==> config.mk <==
export PLATFORM = sky130hd
export DESIGN_NAME = rns_relu
export DESIGN_NICKNAME = d
export VERILOG_FILES = /design/src/rtl/rns_relu_pkg.sv /design/src/rtl/rns_relu_sign_3set.sv /design/src/rtl/rns_relu.sv
export SDC_FILE = /design/constraint.sdc
export NUM_CORES = 1
export LEC_CHECK = 0
export ABC_AREA = 1
export CAP_MARGIN = 20
export CORE_MARGIN = 10
export CORE_UTILIZATION = 53
export CTS_CLUSTER_SIZE = 16
export DETAILED_ROUTE_END_ITERATION = 10
export PLACE_DENSITY = 0.75
export SYNTH_ARGS = -nofsm -noshare
export SYNTH_HDL_FRONTEND = slang
export SYNTH_HIERARCHICAL = 1
export SYNTH_SLANG_ARGS = --single-unit
==> constraint.sdc <==
create_clock -name clk -period 11.1 [get_ports clk]
set_input_delay 3.33 -clock clk [delete_from_list [all_inputs] [get_ports clk]]
set_output_delay 3.33 -clock clk [all_outputs]
set_load 0.01 [all_outputs]
==> src/rtl/rns_relu_pkg.sv <==
// Shared constants for the RNS ReLU block: moduli set {2^N+1, 2^N, 2^N-1}.
package rns_relu_pkg;

  localparam int unsigned RNS_N  = 5;
  localparam int unsigned MOD1   = 33;
  localparam int unsigned MOD2   = 32;
  localparam int unsigned MOD3   = 31;
  localparam int unsigned M      = MOD1 * MOD2 * MOD3;
  localparam int unsigned NEG_TH = 16368;
  localparam int unsigned X_W    = 15;
  // Inverse of MOD1*MOD2 (=1056 = 2 mod 31) modulo MOD3.
  localparam int unsigned INV_12_3 = 16;

endpackage

==> src/rtl/rns_relu_sign_3set.sv <==
// Sign detector for a canonical residue triple: mixed-radix conversion, then
// compare the reconstructed value against the negative threshold.
module sign_3set
  import rns_relu_pkg::*;
(
  input  logic [RNS_N:0]   in1,
  input  logic [RNS_N-1:0] in2,
  input  logic [RNS_N-1:0] in3,
  output logic             sign
);

  logic [RNS_N-1:0] w_v2;
  logic [7:0]       w_tmp;
  logic [11:0]      w_prod;
  logic [RNS_N-1:0] w_v3;
  logic [X_W-1:0]   w_x;

  // MOD1 = 1 mod 32, so the second digit is a plain 5-bit difference.
  assign w_v2   = in2 - in1[RNS_N-1:0];
  // 4*MOD3 bias keeps the third-digit numerator non-negative.
  assign w_tmp  = 8'(in3) + 8'(4 * MOD3) - 8'(in1) - 8'({w_v2, 1'b0});
  assign w_prod = 12'(w_tmp) * 12'(INV_12_3);
  assign w_v3   = RNS_N'(w_prod % 12'(MOD3));
  assign w_x    = X_W'(in1) + X_W'(w_v2) * X_W'(MOD1) + X_W'(w_v3) * X_W'(MOD1 * MOD2);
  assign sign   = (w_x >= X_W'(NEG_TH));

endmodule

==> src/rtl/rns_relu.sv <==
// Two-stage ReLU on RNS triples with a per-frame count of negative values.
module rns_relu
  import rns_relu_pkg::*;
#(
  parameter int unsigned N  = 5,
  parameter int unsigned CW = 16
) (
  input  logic          clk,
  input  logic          rst_n,
  input  logic          s_valid,
  output logic          s_ready,
  input  logic [N:0]    s_r1,
  input  logic [N-1:0]  s_r2,
  input  logic [N-1:0]  s_r3,
  input  logic          s_last,
  output logic          m_valid,
  input  logic          m_ready,
  output logic [N:0]    m_r1,
  output logic [N-1:0]  m_r2,
  output logic [N-1:0]  m_r3,
  output logic          m_last,
  output logic [CW-1:0] neg_count,
  output logic          cnt_valid
);

  logic          r_s0_valid, r_s0_last;
  logic [N:0]    r_s0_r1;
  logic [N-1:0]  r_s0_r2, r_s0_r3;
  logic          r_s1_valid, r_s1_last, r_s1_sign;
  logic [N:0]    r_s1_r1;
  logic [N-1:0]  r_s1_r2, r_s1_r3;
  logic [CW-1:0] r_cnt, r_neg_count;
  logic          r_cnt_valid;
  logic          w_adv, w_sign, w_xfer_out;
  logic [CW-1:0] w_cnt_inc;

  assign w_adv      = ~r_s1_valid | m_ready;
  assign s_ready    = w_adv | ~r_s0_valid;
  assign w_xfer_out = r_s1_valid & m_ready;

  sign_3set u_sign (
    .in1  (r_s0_r1),
    .in2  (r_s0_r2),
    .in3  (r_s0_r3),
    .sign (w_sign)
  );

  always_ff @(posedge clk or negedge rst_n) begin
    if (!rst_n) begin
      r_s0_valid <= 1'b0;
      r_s0_last  <= 1'b0;
      r_s0_r1    <= '0;
      r_s0_r2    <= '0;
      r_s0_r3    <= '0;
    end else if (s_ready) begin
      r_s0_valid <= s_valid;
      if (s_valid) begin
        r_s0_r1   <= s_r1;
        r_s0_r2   <= s_r2;
        r_s0_r3   <= s_r3;
        r_s0_last <= s_last;
      end
    end
  end

  always_ff @(posedge clk or negedge rst_n) begin
    if (!rst_n) begin
      r_s1_valid <= 1'b0;
      r_s1_last  <= 1'b0;
      r_s1_sign  <= 1'b0;
      r_s1_r1    <= '0;
      r_s1_r2    <= '0;
      r_s1_r3    <= '0;
    end else if (w_adv) begin
      r_s1_valid <= r_s0_valid;
      if (r_s0_valid) begin
        r_s1_r1   <= r_s0_r1;
        r_s1_r2   <= r_s0_r2;
        r_s1_r3   <= r_s0_r3;
        r_s1_last <= r_s0_last;
        r_s1_sign <= w_sign;
      end
    end
  end

  // Saturating increment; frame total includes the triple carrying last.
  assign w_cnt_inc = (r_s1_sign && (r_cnt != '1)) ? r_cnt + CW'(1) : r_cnt;

  always_ff @(posedge clk or negedge rst_n) begin
    if (!rst_n) begin
      r_cnt       <= '0;
      r_neg_count <= '0;
      r_cnt_valid <= 1'b0;
    end else begin
      r_cnt_valid <= 1'b0;
      if (w_xfer_out) begin
        if (r_s1_last) begin
          r_neg_count <= w_cnt_inc;
          r_cnt_valid <= 1'b1;
          r_cnt       <= '0;
        end else begin
          r_cnt <= w_cnt_inc;
        end
      end
    end
  end

  assign m_valid   = r_s1_valid;
  assign m_r1      = r_s1_sign ? '0 : r_s1_r1;
  assign m_r2      = r_s1_sign ? '0 : r_s1_r2;
  assign m_r3      = r_s1_sign ? '0 : r_s1_r3;
  assign m_last    = r_s1_last;
  assign neg_count = r_neg_count;
  assign cnt_valid = r_cnt_valid;

endmodule
==> results of run 1 <==
==> layer usage <==
layer  wire [um]  GRT usage [%]  up-vias
li1            -              -     2563
met1        5850           23.0     2316
met2        5930           27.6      130
met3         964           4.48       15
met4         166           6.55        0
met5           0              0        -
==> worst paths after layout <==
kind | slack (ns) | depth (start not counted) | from | to
min in group asynchronous | 3.17 | 2 | rst_n | neg_count[13]
min reg2reg | 0.48 | 2 | neg_count[10] | neg_count[10]
max reg2reg | 1.34 | 60 | r_s0_r1[0] | r_s1_sign
min | 0.48 | 2 | neg_count[10] | neg_count[10]
max | 1.34 | 60 | r_s0_r1[0] | r_s1_sign
max in group asynchronous | 7.33 | 2 | rst_n | r_s1_r2[3]
==> cell families after synthesis <==
family | after synthesis | synth area share (%)
and+or+nand+nor | 428 | 35.3
muxes | 3 | 0.593
buffers and inverters | 132 | 9.13
DFF | 70 | 30.7
AOI/OAI and AO/OA | 62 | 6.30
xor gates and xnor gates | 12 | 2.17
adders and majority gates | 67 | 15.8
==> stage by stage <==
| stage | instances | util, % | hold WS [ns] |
|---|---|---|---|
| final | 973 | 63.1 | 0.481 |
| after global routing | 973 | 63.1 | 0.509 |
| after CTS | 971 | 62.8 | 0.486 |
| after detailed placement | 956 | 61.2 | 0.466 |
| after global placement | 956 | 61.2 | 0.463 |
| after floorplan | 774 | - | 0.453 |
==> area by class of cell <==
cell class	count	area share, %
repair buffers	61	9.38
flip-flops and latches	70	26.6
clock buffers	9	1.88
inverters	119	6.79
multi-input cells	572	52.1
well taps	136	2.59
clock inverters	6	0.590
==> worst max-delay path, delay by kind of cell, from the launching register on <==
family	cells	cell delay, ns
adders and majority gates	13	3.99
and+or+nand+nor	30	3.09
AOI/OAI and AO/OA	8	1.44
buffers and inverters	8	0.48
DFF	1	0.42
xor gates and xnor gates	1	0.27
==> placed cells by master, fill, tap and decap left out, types with 2 or more instances in the layout <==
cell type,instances
nand3_2,10
ha_1,59
xor2_1,7
mux2_2,3
nand2_2,24
a21oi_1,28
dfrtp_1,70
nand4_4,2
buf_4,3
nand3b_1,3
inv_1,113
nor3_1,3
o21bai_1,3
nand2_1,218
or2_2,3
nor2_1,65
nor2_4,5
clkinv_1,2
nor2_2,12
inv_2,4
fa_1,8
clkinv_2,3
nand4_1,5
nand2_4,7
clkinvlp_4,2
clkbuf_8,9
clkdlybuf4s50_1,55
nand3_1,68
o21ai_0,23
xnor2_1,4
==> registers in the layout (all words and copies together), names as in the netlist <==
register and flops:
r_s1_r1 6, r_s0_r2 5, r_s0_r1 6, r_s0_valid 1
m_valid 1, r_s1_r2 5, r_cnt 16, r_s1_r3 5
r_s1_sign 1, m_last 1, r_s0_r3 5, r_s0_last 1
neg_count 16, cnt_valid 1
==> results.yml, run 1 <==
detailed_routing:
  post_drt_via_cell_ratio: 5.16
  drt_iter0_markers: 289
  num_vias: 5024
  ant_nets: 0
  routedWlPerCell_um: 13.3
  drc: 0
  dr.pass1.iters: 5
  drt_wl_total_um: 12900
placement:
  pre_cts_slack_ns: 1.37
  dpl-instance-area_um2: 6370
  gp_congestion: 0.842
  hpwl_um: 10100
  io_buffers: 56
setup_path:
  crit_arrival_ns: 10.05
  worstPathRequired_ns: 11.39
  start_kind: "flop"
  crit_path_max_fanout: 7
  cpMostUsedCell: "ha_1"
  crit_slowest_cell: "fa_1"
  max_stage_delay_ns: 0.51
  critical_path_class: "reg2reg"
  cp-end-kind: "flop"
timing:
  final.setup.worst_slack_ns: 1.34
  rsz0062_at_grt: "false"
  slew_violations: 0
  fin_crit_sh_pct: 87.9
  slew-limit-headroom_pct: 40.2
  worstMarginPinSlew_ns: 0.897
  period_minus_slack_ns: 9.76
  fin_setup_tns_ns: 0
  skew_ns: 0.00788
  max_freq_mhz: 102
  setup_viol_count_final: 0
  final_hold_viol_count: 0
die:
  die_h_um: 124
  die_area_um2: 15300
  pin_count: 57
  die_w_um: 124
  rows: 37
  initial_core_util_pct: 54.7
  core_um2: 10400
yosys:
  syn_inst: 774
  synth_top_area_share_pct: 30.7
  synthMostInstantiatedCell: "nand2_1"
  avgSynthCellArea_um2: 7.36
  synth_seq_cells: 70
  synth-edff-count: 0
  ys_top_cells_by_count: "nand2_1, inv_1, dfrtp_1"
  synth.cell_area_um2: 5700
  synth_async_sr_flop_share_pct: 100
  ys_seq_area_share_pct: 30.7
  yosysUniqueCellTypes: 40
  yosysWarnings: 6
  synth_area_leaders: "dfrtp_1, nand2_1, ha_1, inv_1, nand3_1"
  syn_nets: 862
  ys.flop_type: "dfrtp_1"
  yosys.area.top_type: "dfrtp_1"
layout:
  nets: 921
  fin_area_um2: 6580
  area_growth_pct: 15.4
  diodes: 0
  multiInputGateArea_um2: 3430
  final_layout_size_suffix_gt1_share_pct: 11.5
  fillCellCount: 915
  regArea_um2: 1750
grt:
  antenna_found_initial: 0
  grt_max_degree: 71
  grt_pass1_wl_um: 22100
  first_global_vias: 4804
  grt_use_total_pct: 17.6
  grt-ovfl-total: 0
cts:
  path_clk_slew_ns: 0.08
  cts_root_buffer: "clkbuf_8"
  cts_buffer_depth: 2
  cts_tree: "done"
  ctsHoldBuffers: 0
  htreeDepth: 3
  cts_buffers: 9
  clock-sinks: 70
  post-cts-setup-buffer-count: 0
  clk_latency_ns: 0.36
  cts_resized: 0
status:
  outcome: "complete, no violations"
run:
  maxCapViolCount: 0
min_path:
  hold_class: "reg2reg"
Power of run 1 is not shown: default switching activity piles up to over one toggle a cycle in this logic, so the estimate is an artifact.
==> run 2, diff against run 1 <==
- TNS_END_PERCENT: not set -> 1
==> results of run 2 <==
Final layout, timing and power as in run 1 (identical DEF).
Power of run 2 is left out for the same reason.
